### src/rtl/column_move_collector_if.sv
// Bundle between the move collector, the per-square move FIFOs and the downstream
// consumer. The collector is the master; the square FIFOs and consumer form the slave side.
interface column_move_collector_if #(
   parameter int NUM_SQ = 8,
   parameter int MOVE_W = 19,
   parameter int DEPTH  = 64,
   parameter int CNT_W  = 8
);
   localparam int CW = $clog2(DEPTH) + 1;

   logic [NUM_SQ-1:0]        sq_done;
   logic [NUM_SQ-1:0]        sq_empty;
   logic [NUM_SQ*MOVE_W-1:0] sq_data;
   logic [NUM_SQ-1:0]        sq_rden;
   logic [MOVE_W-1:0]        out_data;
   logic                     out_valid;
   logic                     out_ready;
   logic [CW-1:0]            out_count;
   logic [CNT_W-1:0]         move_count;
   logic                     done;

   modport master (
      input  sq_done, sq_empty, sq_data, out_ready,
      output sq_rden, out_data, out_valid, out_count, move_count, done
   );

   modport slave (
      output sq_done, sq_empty, sq_data, out_ready,
      input  sq_rden, out_data, out_valid, out_count, move_count, done
   );
endinterface

### src/rtl/column_move_collector.sv
// Drains each finished square's move FIFO, one square at a time, into a show-ahead
// output FIFO, optionally dropping invalid moves; raises done once every square is drained.
module column_move_collector #(
   parameter int NUM_SQ         = 8,
   parameter int MOVE_W         = 19,
   parameter int DEPTH          = 64,
   parameter int ARB_MODE       = 0,
   parameter int FILTER_INVALID = 1,
   parameter int CNT_W          = 8
) (
   input logic                     clk,
   input logic                     reset,
   column_move_collector_if.master bus
);
   localparam int SEL_W = (NUM_SQ > 1) ? $clog2(NUM_SQ) : 1;
   localparam int AW    = $clog2(DEPTH);
   localparam int CW    = AW + 1;

   typedef enum logic [1:0] {WAIT, DRAIN, DONE} state_t;

   state_t              state_reg, state_next;
   logic [SEL_W-1:0]    sel_reg, sel_next;
   logic [SEL_W-1:0]    rr_ptr_reg, rr_ptr_next;
   logic [SEL_W-1:0]    pick;
   logic                pick_valid;
   logic [NUM_SQ-1:0]   moved_reg, moved_next;
   logic [NUM_SQ-1:0]   rden_reg, rden_next;
   logic [NUM_SQ-1:0]   elig;
   logic                cap_reg;
   logic                rd_busy;
   logic                room;
   logic [MOVE_W-1:0]   sq_word [NUM_SQ];
   logic [MOVE_W-1:0]   cap_word;
   logic                push;
   logic                pop;
   logic [MOVE_W-1:0]   fifo_mem [DEPTH];
   logic [MOVE_W-1:0]   head_reg;
   logic [AW-1:0]       wr_ptr_reg, rd_ptr_reg, rd_addr;
   logic [CW-1:0]       count_reg;
   logic [CNT_W-1:0]    move_count_reg;

   for (genvar gi = 0; gi < NUM_SQ; gi++) begin : g_word
      assign sq_word[gi] = bus.sq_data[gi*MOVE_W +: MOVE_W];
   end

   assign elig     = bus.sq_done & ~moved_reg;
   assign rd_busy  = |rden_reg;
   assign cap_word = sq_word[sel_reg];
   assign push     = cap_reg && !((FILTER_INVALID != 0) && cap_word[MOVE_W-1]);
   assign pop      = (count_reg != '0) && bus.out_ready;
   assign rd_addr  = pop ? rd_ptr_reg + 1'b1 : rd_ptr_reg;
   // Reserve space for the read on the wire and the word about to be captured.
   assign room     = (count_reg + CW'(rd_busy) + CW'(cap_reg)) < CW'(DEPTH);

   // Scan offsets from high to low so the smallest offset from the base wins.
   always_comb begin : arbiter
      logic [SEL_W-1:0] idx;
      idx        = '0;
      pick       = '0;
      pick_valid = 1'b0;
      for (int i = NUM_SQ - 1; i >= 0; i--) begin
         if (ARB_MODE == 1) idx = SEL_W'((int'(rr_ptr_reg) + i) % NUM_SQ);
         else               idx = SEL_W'(i);
         if (elig[idx]) begin
            pick       = idx;
            pick_valid = 1'b1;
         end
      end
   end

   always_comb begin
      state_next  = state_reg;
      sel_next    = sel_reg;
      rr_ptr_next = rr_ptr_reg;
      moved_next  = moved_reg;
      rden_next   = '0;
      case (state_reg)
         WAIT: begin
            if (&moved_reg) begin
               state_next = DONE;
            end else if (pick_valid) begin
               sel_next   = pick;
               state_next = DRAIN;
               if (ARB_MODE == 1)
                  rr_ptr_next = (pick == SEL_W'(NUM_SQ - 1)) ? '0 : pick + 1'b1;
            end
         end
         DRAIN: begin
            // Only one read outstanding, so sq_empty is current whenever rd_busy is low.
            if (!rd_busy && !cap_reg && bus.sq_empty[sel_reg]) begin
               moved_next[sel_reg] = 1'b1;
               state_next          = WAIT;
            end else if (!rd_busy && !bus.sq_empty[sel_reg] && room) begin
               rden_next[sel_reg] = 1'b1;
            end
         end
         default: ;
      endcase
   end

   always_ff @(posedge clk) begin
      if (!reset) begin
         state_reg      <= WAIT;
         sel_reg        <= '0;
         rr_ptr_reg     <= '0;
         moved_reg      <= '0;
         rden_reg       <= '0;
         cap_reg        <= 1'b0;
         wr_ptr_reg     <= '0;
         rd_ptr_reg     <= '0;
         count_reg      <= '0;
         move_count_reg <= '0;
      end else begin
         state_reg  <= state_next;
         sel_reg    <= sel_next;
         rr_ptr_reg <= rr_ptr_next;
         moved_reg  <= moved_next;
         rden_reg   <= rden_next;
         cap_reg    <= rd_busy;
         rd_ptr_reg <= rd_addr;
         if (push) wr_ptr_reg <= wr_ptr_reg + 1'b1;
         case ({push, pop})
            2'b10:   count_reg <= count_reg + 1'b1;
            2'b01:   count_reg <= count_reg - 1'b1;
            default: ;
         endcase
         if (push && move_count_reg != '1) move_count_reg <= move_count_reg + 1'b1;
      end
   end

   // Registered-read storage; a word written to the next head slot is forwarded directly.
   always_ff @(posedge clk) begin
      if (push) fifo_mem[wr_ptr_reg] <= cap_word;
      head_reg <= (push && wr_ptr_reg == rd_addr) ? cap_word : fifo_mem[rd_addr];
   end

   assign bus.sq_rden    = rden_reg;
   assign bus.out_data   = head_reg;
   assign bus.out_valid  = (count_reg != '0);
   assign bus.out_count  = count_reg;
   assign bus.move_count = move_count_reg;
   assign bus.done       = (state_reg == DONE);
endmodule

### src/flat_wrapper.sv
// flat-port wrapper written by rule: the top's interface ports become plain ports
module column_move_collector_flat 
#(
   parameter int NUM_SQ         = 8,
   parameter int MOVE_W         = 19,
   parameter int DEPTH          = 64,
   parameter int ARB_MODE       = 0,
   parameter int FILTER_INVALID = 1,
   parameter int CNT_W          = 8
)
  (clk, reset, bus_sq_done, bus_sq_empty, bus_sq_data, bus_out_ready, bus_sq_rden, bus_out_data, bus_out_valid, bus_out_count, bus_move_count, bus_done);
  column_move_collector_if #(.NUM_SQ(NUM_SQ), .MOVE_W(MOVE_W), .DEPTH(DEPTH), .CNT_W(CNT_W)) bus_i ();
  input logic clk;
  input logic reset;
  input wire logic [$bits(bus_i.sq_done)-1:0] bus_sq_done;
  input wire logic [$bits(bus_i.sq_empty)-1:0] bus_sq_empty;
  input wire logic [$bits(bus_i.sq_data)-1:0] bus_sq_data;
  input wire logic [$bits(bus_i.out_ready)-1:0] bus_out_ready;
  output wire logic [$bits(bus_i.sq_rden)-1:0] bus_sq_rden;
  output wire logic [$bits(bus_i.out_data)-1:0] bus_out_data;
  output wire logic [$bits(bus_i.out_valid)-1:0] bus_out_valid;
  output wire logic [$bits(bus_i.out_count)-1:0] bus_out_count;
  output wire logic [$bits(bus_i.move_count)-1:0] bus_move_count;
  output wire logic [$bits(bus_i.done)-1:0] bus_done;
  assign bus_i.sq_done = bus_sq_done;
  assign bus_i.sq_empty = bus_sq_empty;
  assign bus_i.sq_data = bus_sq_data;
  assign bus_i.out_ready = bus_out_ready;
  assign bus_sq_rden = bus_i.sq_rden;
  assign bus_out_data = bus_i.out_data;
  assign bus_out_valid = bus_i.out_valid;
  assign bus_out_count = bus_i.out_count;
  assign bus_move_count = bus_i.move_count;
  assign bus_done = bus_i.done;
  column_move_collector #(.NUM_SQ(NUM_SQ), .MOVE_W(MOVE_W), .DEPTH(DEPTH), .ARB_MODE(ARB_MODE), .FILTER_INVALID(FILTER_INVALID), .CNT_W(CNT_W)) u_core (.clk(clk), .reset(reset), .bus(bus_i));
endmodule
### config.mk
export PLATFORM = sky130hd
export DESIGN_NAME = column_move_collector_flat
export DESIGN_NICKNAME = d
export VERILOG_FILES = /design/src/rtl/column_move_collector_if.sv /design/src/rtl/column_move_collector.sv /design/src/flat_wrapper.sv
export SDC_FILE = /design/constraint.sdc
export NUM_CORES = 1
export LEC_CHECK = 0
export CORE_AREA = 2 2 312 545
export DETAILED_ROUTE_END_ITERATION = 8
export DIE_AREA = 0 0 314 547
export GPL_TIMING_DRIVEN = 0
export PLACE_DENSITY = 0.48
export SLEW_MARGIN = 20
export SYNTH_ARGS = -nofsm -noshare
export SYNTH_HDL_FRONTEND = slang
export SYNTH_SLANG_ARGS = --single-unit
### constraint.sdc
create_clock -name clk -period 4.9 [get_ports clk]
set_input_delay 0.49 -clock clk [delete_from_list [all_inputs] [get_ports clk]]
set_output_delay 0.49 -clock clk [all_outputs]
set_load 0.005 [all_outputs]
==> results.yml, run 1 <==
global_route:
  grt_pass1_vias: 27900
  grt_max_degree: 49
  grt_pass1_wl_mm: 210
  grt_antenna_before_repair: 4
  grt_remaining_overflow: 0
  grt_usage: 0.173
sta:
  layout_min_cycle_time_ns: 4.85
  worstMarginPinSlew_ns: 1.20
  setup_tns_ns: 0
  finClkSkew_ns: 0.0254
  fin_crit_sh: 0.989
  timing.hold.ws_ns: 0.232
  final-setup-viol-count: 0
  layout_setup_ws_ns: 0.0548
  rsz0062_at_grt: "yes"
  report.final.slew_viol_count: 0
  slew_headroom: 0.196
  hold_viol: 0
  max_clock_freq_mhz: 206
logic_synthesis:
  synth-edff-count: 1216
  synth_top_cell_by_area: "edfxtp_1"
  yosysUniqueCellTypes: 61
  synth_warnings: 0
  syn-num-nets: 2544
  synth_flop_cell: "edfxtp_1"
  ys_top_cells_by_area: "edfxtp_1, mux4_2, dfxtp_1"
  syn_area_per_cell_um2: 21.1
  synth_area_mm2: 0.0499
  seq_area_frac_synth: 0.755
  synth_top_area_share: 0.732
  ys_ff_latch: 1271
  postSynthCellCount: 2365
  synthArstFlopShare: 0
place:
  hpwl_mm: 110
  place_inst: 4910
  placed_area_mm2: 0.0573
  portBuffers: 213
  post-place-ws_ns: -0.185
  gp_congestion: 0.897
worst_setup_path:
  cp.arrival_ns: 4.36
  rr_startpoint: "u_core.sel_reg[2]"
  reg2reg_depth: 17
  slowest_delay_ns: 0.57
  critPathMaxFanout: 10
  cp_slowest_cell: "a211oi_1"
  path_buf_inv: 5
  cp.required_ns: 4.41
  startpoint_type: "flip-flop"
  crit_path_frequent_cell: "buf_2"
  crit_chain: "buf_2, buf_2, inv_1, nand3_2, clkbuf_2, o22ai_1, a211oi_1, o21ai_1, nand2_1, clkdlybuf4s50_1"
  timing.rr.end: "u_core.bus.out_count[6]"
  critPathCaptureType: "output port"
  ff2ff_setup_slack_ns: 0.40
  crit_family: "buffers and inverters"
  crit_type: "reg -> out"
layout:
  stdcell_area_mm2: 0.0609
  nFillCells: 15300
  area_delta_synth_final_pct: 22.2
  layout_common_cells: "edfxtp_1, mux4_2, clkdlybuf4s50_1"
  final_cells: 5123
  drive_above_1_share: 0.276
  largest_reg_flops: 1216
  final_util: 0.364
  final_nets: 2991
  final_common_cell: "edfxtp_1"
  top_register: "u_core.fifo_mem"
pwr:
  combinationalPowerShare: 0.124
  intPower_mw: 18.2
  p_leak_nw: 18.2
  power_switching_mw: 5.73
  p_clk_frac: 0.359
  switching_share: 0.239
  power-per-cell-area_mw_per_mm2: 393
  finalPower_mw: 24.0
  ir_worst_vdd_uv: 286
  pwr-share-seq: 0.516
clock_network:
  clock_latency_ns: 0.71
  clockBufferDepth: 3
  postCtsHoldBufs: 0
  cts_root_buffer: "clkbuf_16"
  tritoncts: "built"
  clk_transition_reported_paths_ns: 0.07
  cts_max_level: 3
  numCtsBuffers: 110
  cts_sinks: 1271
min_path:
  hp-start: "reset"
  hold_end: "u_core.bus.move_count[1]"
  min_path_type: "in -> reg"
  whs_path_depth: 3
route:
  drc: 0
  ant_nets: 0
  drt_first_iter_violations: 2127
  totalWireLength_mm: 149
  wire_per_inst_um: 29.0
  drt-vias-per-instance: 4.99
  num_vias: 25500
  first_pass_iters: 5
die:
  die_area_mm2: 0.172
  fp.coreArea_mm2: 0.168
  chipHeight_um: 547
  num_io_pins: 215
  rows: 199
  die_x_um: 314
  start_util: 0.297
run_status:
  outcome: "complete, no violations"
run:
  drv_cap: 0
[cell type report]
class	count	area (um2)	area share
diodes	8	20.0	0.000329
plain buffers	133	748	0.0123
clock buffers	128	2820	0.0463
clock inverters	76	663	0.0109
inverters	10	38.8	0.000637
multi-input cells	949	12100	0.198
flip-flops and latches	1271	37600	0.617
well taps	2211	2770	0.0454
repair buffers	337	4160	0.0683
[layer usage]
metal  GRT usage  part of all wire  vias up
li1            -                 -    10900
met5           0           0.00010        -
met4      0.0718             0.040        2
met2       0.338              0.57      766
met3      0.0242             0.040      204
met1       0.181              0.35    13700
[Yosys cell counts (21+ instances only)]
cell and number:
edfxtp_1 1216, mux2i_1 47, nor2_1 111, nand2_1 42
a22oi_1 72, a21oi_1 44, clkbuf_1 54, o21ai_0 24
nand3_1 21, nand4_1 26, mux4_2 336, dfxtp_1 55
buf_2 44
[logic make-up (layout without fill, tap and decap cells)]
| logic type | after synthesis | in the layout | synth area share |
|---|---|---|---|
| compound gates | 248 | 248 | 0.0335 |
| xor+xnor | 22 | 22 | 0.00387 |
| fa+ha+maj | 8 | 8 | 0.00201 |
| buf+inv | 145 | 684 | 0.0153 |
| flops | 1271 | 1271 | 0.755 |
| mux | 391 | 391 | 0.163 |
| other cells | 0 | 8 | 0 |
| simple gates | 280 | 280 | 0.0277 |
[worst max path at each step]
stage,slack [ns],to,cells after the start,startpoint
after global placement,-2.13,u_core.fifo_mem[36][13],6,u_core.sel_reg[0]
after detailed placement,-0.19,bus_out_data[10],11,flip-flop
after floorplan,1.38,u_core.bus.out_count[6],15,bus_sq_data[18]
final,0.05,bus_out_data[15],10,flip-flop
after CTS,0.006,bus_out_data[13],9,flip-flop
after global routing,-0.01,bus_out_data[15],10,flip-flop
[power groups by stage]
stage | Clock, mW | Sequential (mW) | Combinational (mW)
floorplan | 0 | 12.7 | 1.50
global placement | 0 | 12.8 | 2.63
detailed placement | 0 | 12.6 | 3.03
CTS | 8.79 | 12.4 | 3.04
global route | 9.19 | 12.4 | 3.17
finish | 8.61 | 12.4 | 2.98
[tightest hold or removal path, cell delays in order]
cell and delay (ns):
clkbuf_1 0.20, nand2_1 0.12, o21ai_0 0.06
[repair_timing]
action,4_1_cts,5_1_grt
setup buffers,0,3
pin swaps,0,1
resized for setup,33,4
setup endpoints to repair,18,11
(Power assumes the default switching activity.)
==> inputs of run 2 (changes only) <==
PLACE_DENSITY = not set   (was 0.48)
==> results.yml, run 2 (same netlist as run 1, synthesis figures left out) <==
layout:
  final_nets: 2967
  layout_common_cells: "edfxtp_1, mux4_2, clkdlybuf4s50_1"
  nFillCells: 15400
  final_common_cell: "edfxtp_1"
  largest_reg_flops: 1216
  area_delta_synth_final_pct: 21.6
  top_register: "u_core.fifo_mem"
  drive_above_1_share: 0.275
sta:
  finClkSkew_ns: 0.0248
  report.final.slew_viol_count: 0
  rsz0062_at_grt: "yes"
  worstMarginPinSlew_ns: 1.18
  fin_crit_sh: 0.979
  layout_min_cycle_time_ns: 4.80
  slew_headroom: 0.208
  layout_setup_ws_ns: 0.104
  timing.hold.ws_ns: 0.180
  hold_viol: 0
  max_clock_freq_mhz: 209
  final-setup-viol-count: 0
worst_setup_path:
  cp.arrival_ns: 4.31
  crit_type: "reg -> out"
  startpoint_type: "flip-flop"
  critPathMaxFanout: 10
  reg2reg_depth: 16
  cp.required_ns: 4.41
  critPathCaptureType: "output port"
die:
  die_x_um: 314
  fp.coreArea_mm2: 0.168
  num_io_pins: 215
  start_util: 0.297
  die_area_mm2: 0.172
  chipHeight_um: 547
  rows: 199
global_route:
  grt_pass1_wl_mm: 196
  grt_max_degree: 49
  grt_remaining_overflow: 0
  grt_usage: 0.160
  grt_pass1_vias: 27200
  grt_antenna_before_repair: 5
pwr:
  power-per-cell-area_mw_per_mm2: 392
  finalPower_mw: 23.8
  p_leak_nw: 18.1
  ir_worst_vdd_uv: 319
clock_network:
  cts_root_buffer: "clkbuf_16"
  postCtsHoldBufs: 0
  cts_setup_buffers: 0
  clk_transition_reported_paths_ns: 0.07
  numCtsBuffers: 103
  clockBufferDepth: 3
  tritoncts: "built"
  cts_resized: 48
  clock_latency_ns: 0.75
  cts_max_level: 3
  cts_sinks: 1271
min_path:
  min_path_type: "in -> reg"
  whs_path_depth: 3
place:
  portBuffers: 213
  post-place-ws_ns: -0.602
  hpwl_mm: 101
  gp_congestion: 0.913
route:
  drt_first_iter_violations: 2256
  drt-vias-per-instance: 5.04
  totalWireLength_mm: 139
  first_pass_iters: 6
  ant_nets: 0
  num_vias: 25600
  drc: 0
  wire_per_inst_um: 27.4
run_status:
  outcome: "complete, no violations"
run:
  drv_cap: 0
run 2: cell count changes in the layout (fill, tap and decap cells not counted), moves of 4 or more:
cell	previous run	this run
buf_6	65	58
diode_2	8	2
buf_4	22	17
buf_12	26	20
clkinv_1	29	21
clkinv_4	2	6
clkbuf_1	63	59
buf_8	18	23
run 2: worst max-delay path: stages (launching register included):
cell and delay (ns):
dfxtp_2 0.46, clkbuf_1 0.21, buf_4 0.24, buf_6 0.24
clkinv_2 0.23, nand3_4 0.21, buf_4 0.24, o221ai_1 0.19
a21oi_4 0.41, o21ai_0 0.27, nand2_1 0.25, clkdlybuf4s50_1 0.57
run 2: metal layers:
layer  part of all wire  track usage  wire length, um  vias to the layer above
li1                   -            -                -                    10800
met1               0.34        0.166            47200                    13600
met2               0.56        0.311            78400                      977
met3              0.046       0.0195             6360                      245
met4              0.053       0.0840             7380                        0
met5                  0            0                0                        -
run 2: final timing paths:
check / to / startpoint / slack [ns]
max reg2reg: u_core.bus.out_count[6] / u_core.sel_reg[2] / 0.23
max: bus_out_data[5] / flip-flop / 0.10
min reg2reg: flip-flop / u_core.rd_ptr_reg[5] / 0.45
min: u_core.bus.move_count[1] / reset / 0.18
run 2: where the power goes:
group | switching [mW] | leakage (nW) | internal [mW]
Clock | 3.94 | 1.66 | 4.55
Sequential | 0.0235 | 11.4 | 12.4
Combinational | 1.69 | 4.98 | 1.22
Total | 5.66 | 18.1 | 18.1
run 2: layout make-up:
type	instances	area (um2)	share of cell area
flip-flops and latches	1271	37600	0.620
multi-input cells	949	12100	0.200
repair buffers	319	3900	0.0644
clock buffers	127	2780	0.0459
well taps	2211	2770	0.0456
plain buffers	134	785	0.0129
clock inverters	67	624	0.0103
inverters	10	38.8	0.000640
diodes	2	5.00	0.0000825
run 2: per-stage QoR:
step	utilization	std cells	cell area (um2)	TNS (ns)
after floorplan	-	2365	49900	0
after global placement	0.327	4789	54700	-952.88
after detailed placement	0.340	4895	57000	-2.71
after CTS	0.362	5088	60600	-0.195
after global routing	0.362	5090	60600	-0.0133
final	0.362	5090	60600	0
==> inputs of run 3 (changes only) <==
CTS_CLUSTER_SIZE = 10   (was not set)
==> results.yml, run 3 (same netlist as run 1, synthesis figures left out) <==
pwr:
  switching_share: 0.234
  power_switching_mw: 5.83
  pwr-share-seq: 0.498
  intPower_mw: 19.1
  ir_worst_vdd_uv: 344
  combinationalPowerShare: 0.117
  p_leak_nw: 18.4
  p_clk_frac: 0.385
  finalPower_mw: 24.9
  power-per-cell-area_mw_per_mm2: 406
global_route:
  grt_pass1_wl_mm: 198
  grt_max_degree: 49
  grt_pass1_vias: 27700
  grt_remaining_overflow: 0
  grt_antenna_before_repair: 4
  grt_usage: 0.162
layout:
  final_common_cell: "edfxtp_1"
  largest_reg_flops: 1216
  area_delta_synth_final_pct: 22.8
  multi_input_area_mm2: 0.0121
  nFillCells: 15300
  drive_above_1_share: 0.279
  regArea_mm2: 0.0376
  final_cells: 5080
  top_register: "u_core.fifo_mem"
  layout_common_cells: "edfxtp_1, mux4_2, clkdlybuf4s50_1"
  final_nets: 3013
route:
  ant_nets: 0
  first_pass_iters: 5
  drt-vias-per-instance: 5.11
  wire_per_inst_um: 27.7
  drt_first_iter_violations: 2139
  drc: 0
  num_vias: 25900
  totalWireLength_mm: 141
place:
  portBuffers: 213
  place_inst: 4895
  gp_congestion: 0.913
  hpwl_mm: 101
worst_setup_path:
  crit_type: "reg -> out"
  critPathCaptureType: "output port"
  timing.rr.end: "u_core.bus.out_count[6]"
  cp.required_ns: 4.41
  ff2ff_setup_slack_ns: 0.52
  critPathMaxFanout: 10
  cp.arrival_ns: 4.38
  startpoint_type: "flip-flop"
  reg2reg_depth: 17
  rr_startpoint: "u_core.sel_reg[2]"
sta:
  rsz0062_at_grt: "yes"
  setup_tns_ns: 0
  slew_headroom: 0.194
  layout_min_cycle_time_ns: 4.87
  timing.hold.ws_ns: 0.171
  final-setup-viol-count: 0
  fin_crit_sh: 0.994
  finClkSkew_ns: 0.0186
  max_clock_freq_mhz: 205
  report.final.slew_viol_count: 0
  worstMarginPinSlew_ns: 1.21
  hold_viol: 0
die:
  fp.coreArea_mm2: 0.168
  rows: 199
  die_area_mm2: 0.172
  num_io_pins: 215
  chipHeight_um: 547
  start_util: 0.297
  die_x_um: 314
clock_network:
  clock_latency_ns: 0.73
  numCtsBuffers: 145
  clk_transition_reported_paths_ns: 0.06
  cts_sinks: 1271
  cts_root_buffer: "clkbuf_16"
  postCtsHoldBufs: 0
  clockBufferDepth: 3
  cts_max_level: 4
  tritoncts: "built"
run:
  drv_cap: 0
min_path:
  min_path_type: "in -> reg"
  whs_path_depth: 3
  hp-start: "reset"
  hold_end: "u_core.bus.move_count[1]"
run_status:
  outcome: "complete, no violations"
run 3: power by group through the flow:
stage / clock, mW / sequential, mW / combinational (mW)
2_1_floorplan: 0 / 12.7 / 1.50
3_3_place_gp: 0 / 12.8 / 2.58
3_5_place_dp: 0 / 12.6 / 2.92
4_1_cts: 9.72 / 12.4 / 2.95
5_1_grt: 10.1 / 12.4 / 3.09
6_report: 9.57 / 12.4 / 2.91
run 3: routing by layer:
layer	track usage	up-vias	wire length, um
li1	-	10900	-
met1	0.166	13700	46900
met4	0.0886	0	8210
met5	0	-	0
met3	0.0238	293	7040
met2	0.312	1080	78600
run 3: final cells by class:
class | count | area share
Timing Repair Buffer | 323 | 0.0643
Sequential cell | 1271 | 0.614
Inverter | 10 | 0.000634
Antenna cell | 5 | 0.000204
Clock buffer | 168 | 0.0624
Clock inverter | 9 | 0.00239
Tap cell | 2211 | 0.0452
Buffer | 134 | 0.0127
Multi-Input combinational cell | 949 | 0.198
run 3: critical path, stage by stage, from the launching register on:
cell             delay, ns
dfxtp_2               0.45
clkbuf_1              0.20
buf_4                 0.23
buf_4                 0.29
buf_4                 0.33
mux4_2                0.54
mux2i_1               0.34
a21oi_4               0.17
o21ai_0               0.26
nand2_1               0.27
clkdlybuf4s50_1       0.53
run 3: repair_timing:
item / in CTS / in global routing
pin swaps: 0 / 1
gates resized for setup: 49 / 13
hold endpoints to repair: 0 / 0
setup endpoints to repair: 18 / 14
cloned: 0 / 0
buffers inserted: 0 / 4
run 3: worst max-delay path by stage:
| stage | cells past startpoint | end | from | slack [ns] |
|---|---|---|---|---|
| global placement | 6 | u_core.fifo_mem[57][13] | u_core.sel_reg[0] | -1.40 |
| global route | 11 | bus_out_data[13] | flip-flop | -0.09 |
| detailed placement | 11 | bus_out_data[9] | flip-flop | -0.60 |
| finish | 10 | bus_out_data[6] | flip-flop | 0.03 |
| CTS | 11 | bus_out_data[14] | flip-flop | -0.06 |
| floorplan | 15 | u_core.bus.out_count[6] | bus_sq_data[18] | 1.38 |
run 3: metrics by stage:
step	area (um2)	util	setup slack, ns
floorplan	49900	-	1.38
global route	61200	0.365	-0.0880
detailed placement	57000	0.340	-0.602
finish	61200	0.365	0.0281
global placement	54700	0.327	-1.40
CTS	61100	0.365	-0.0570
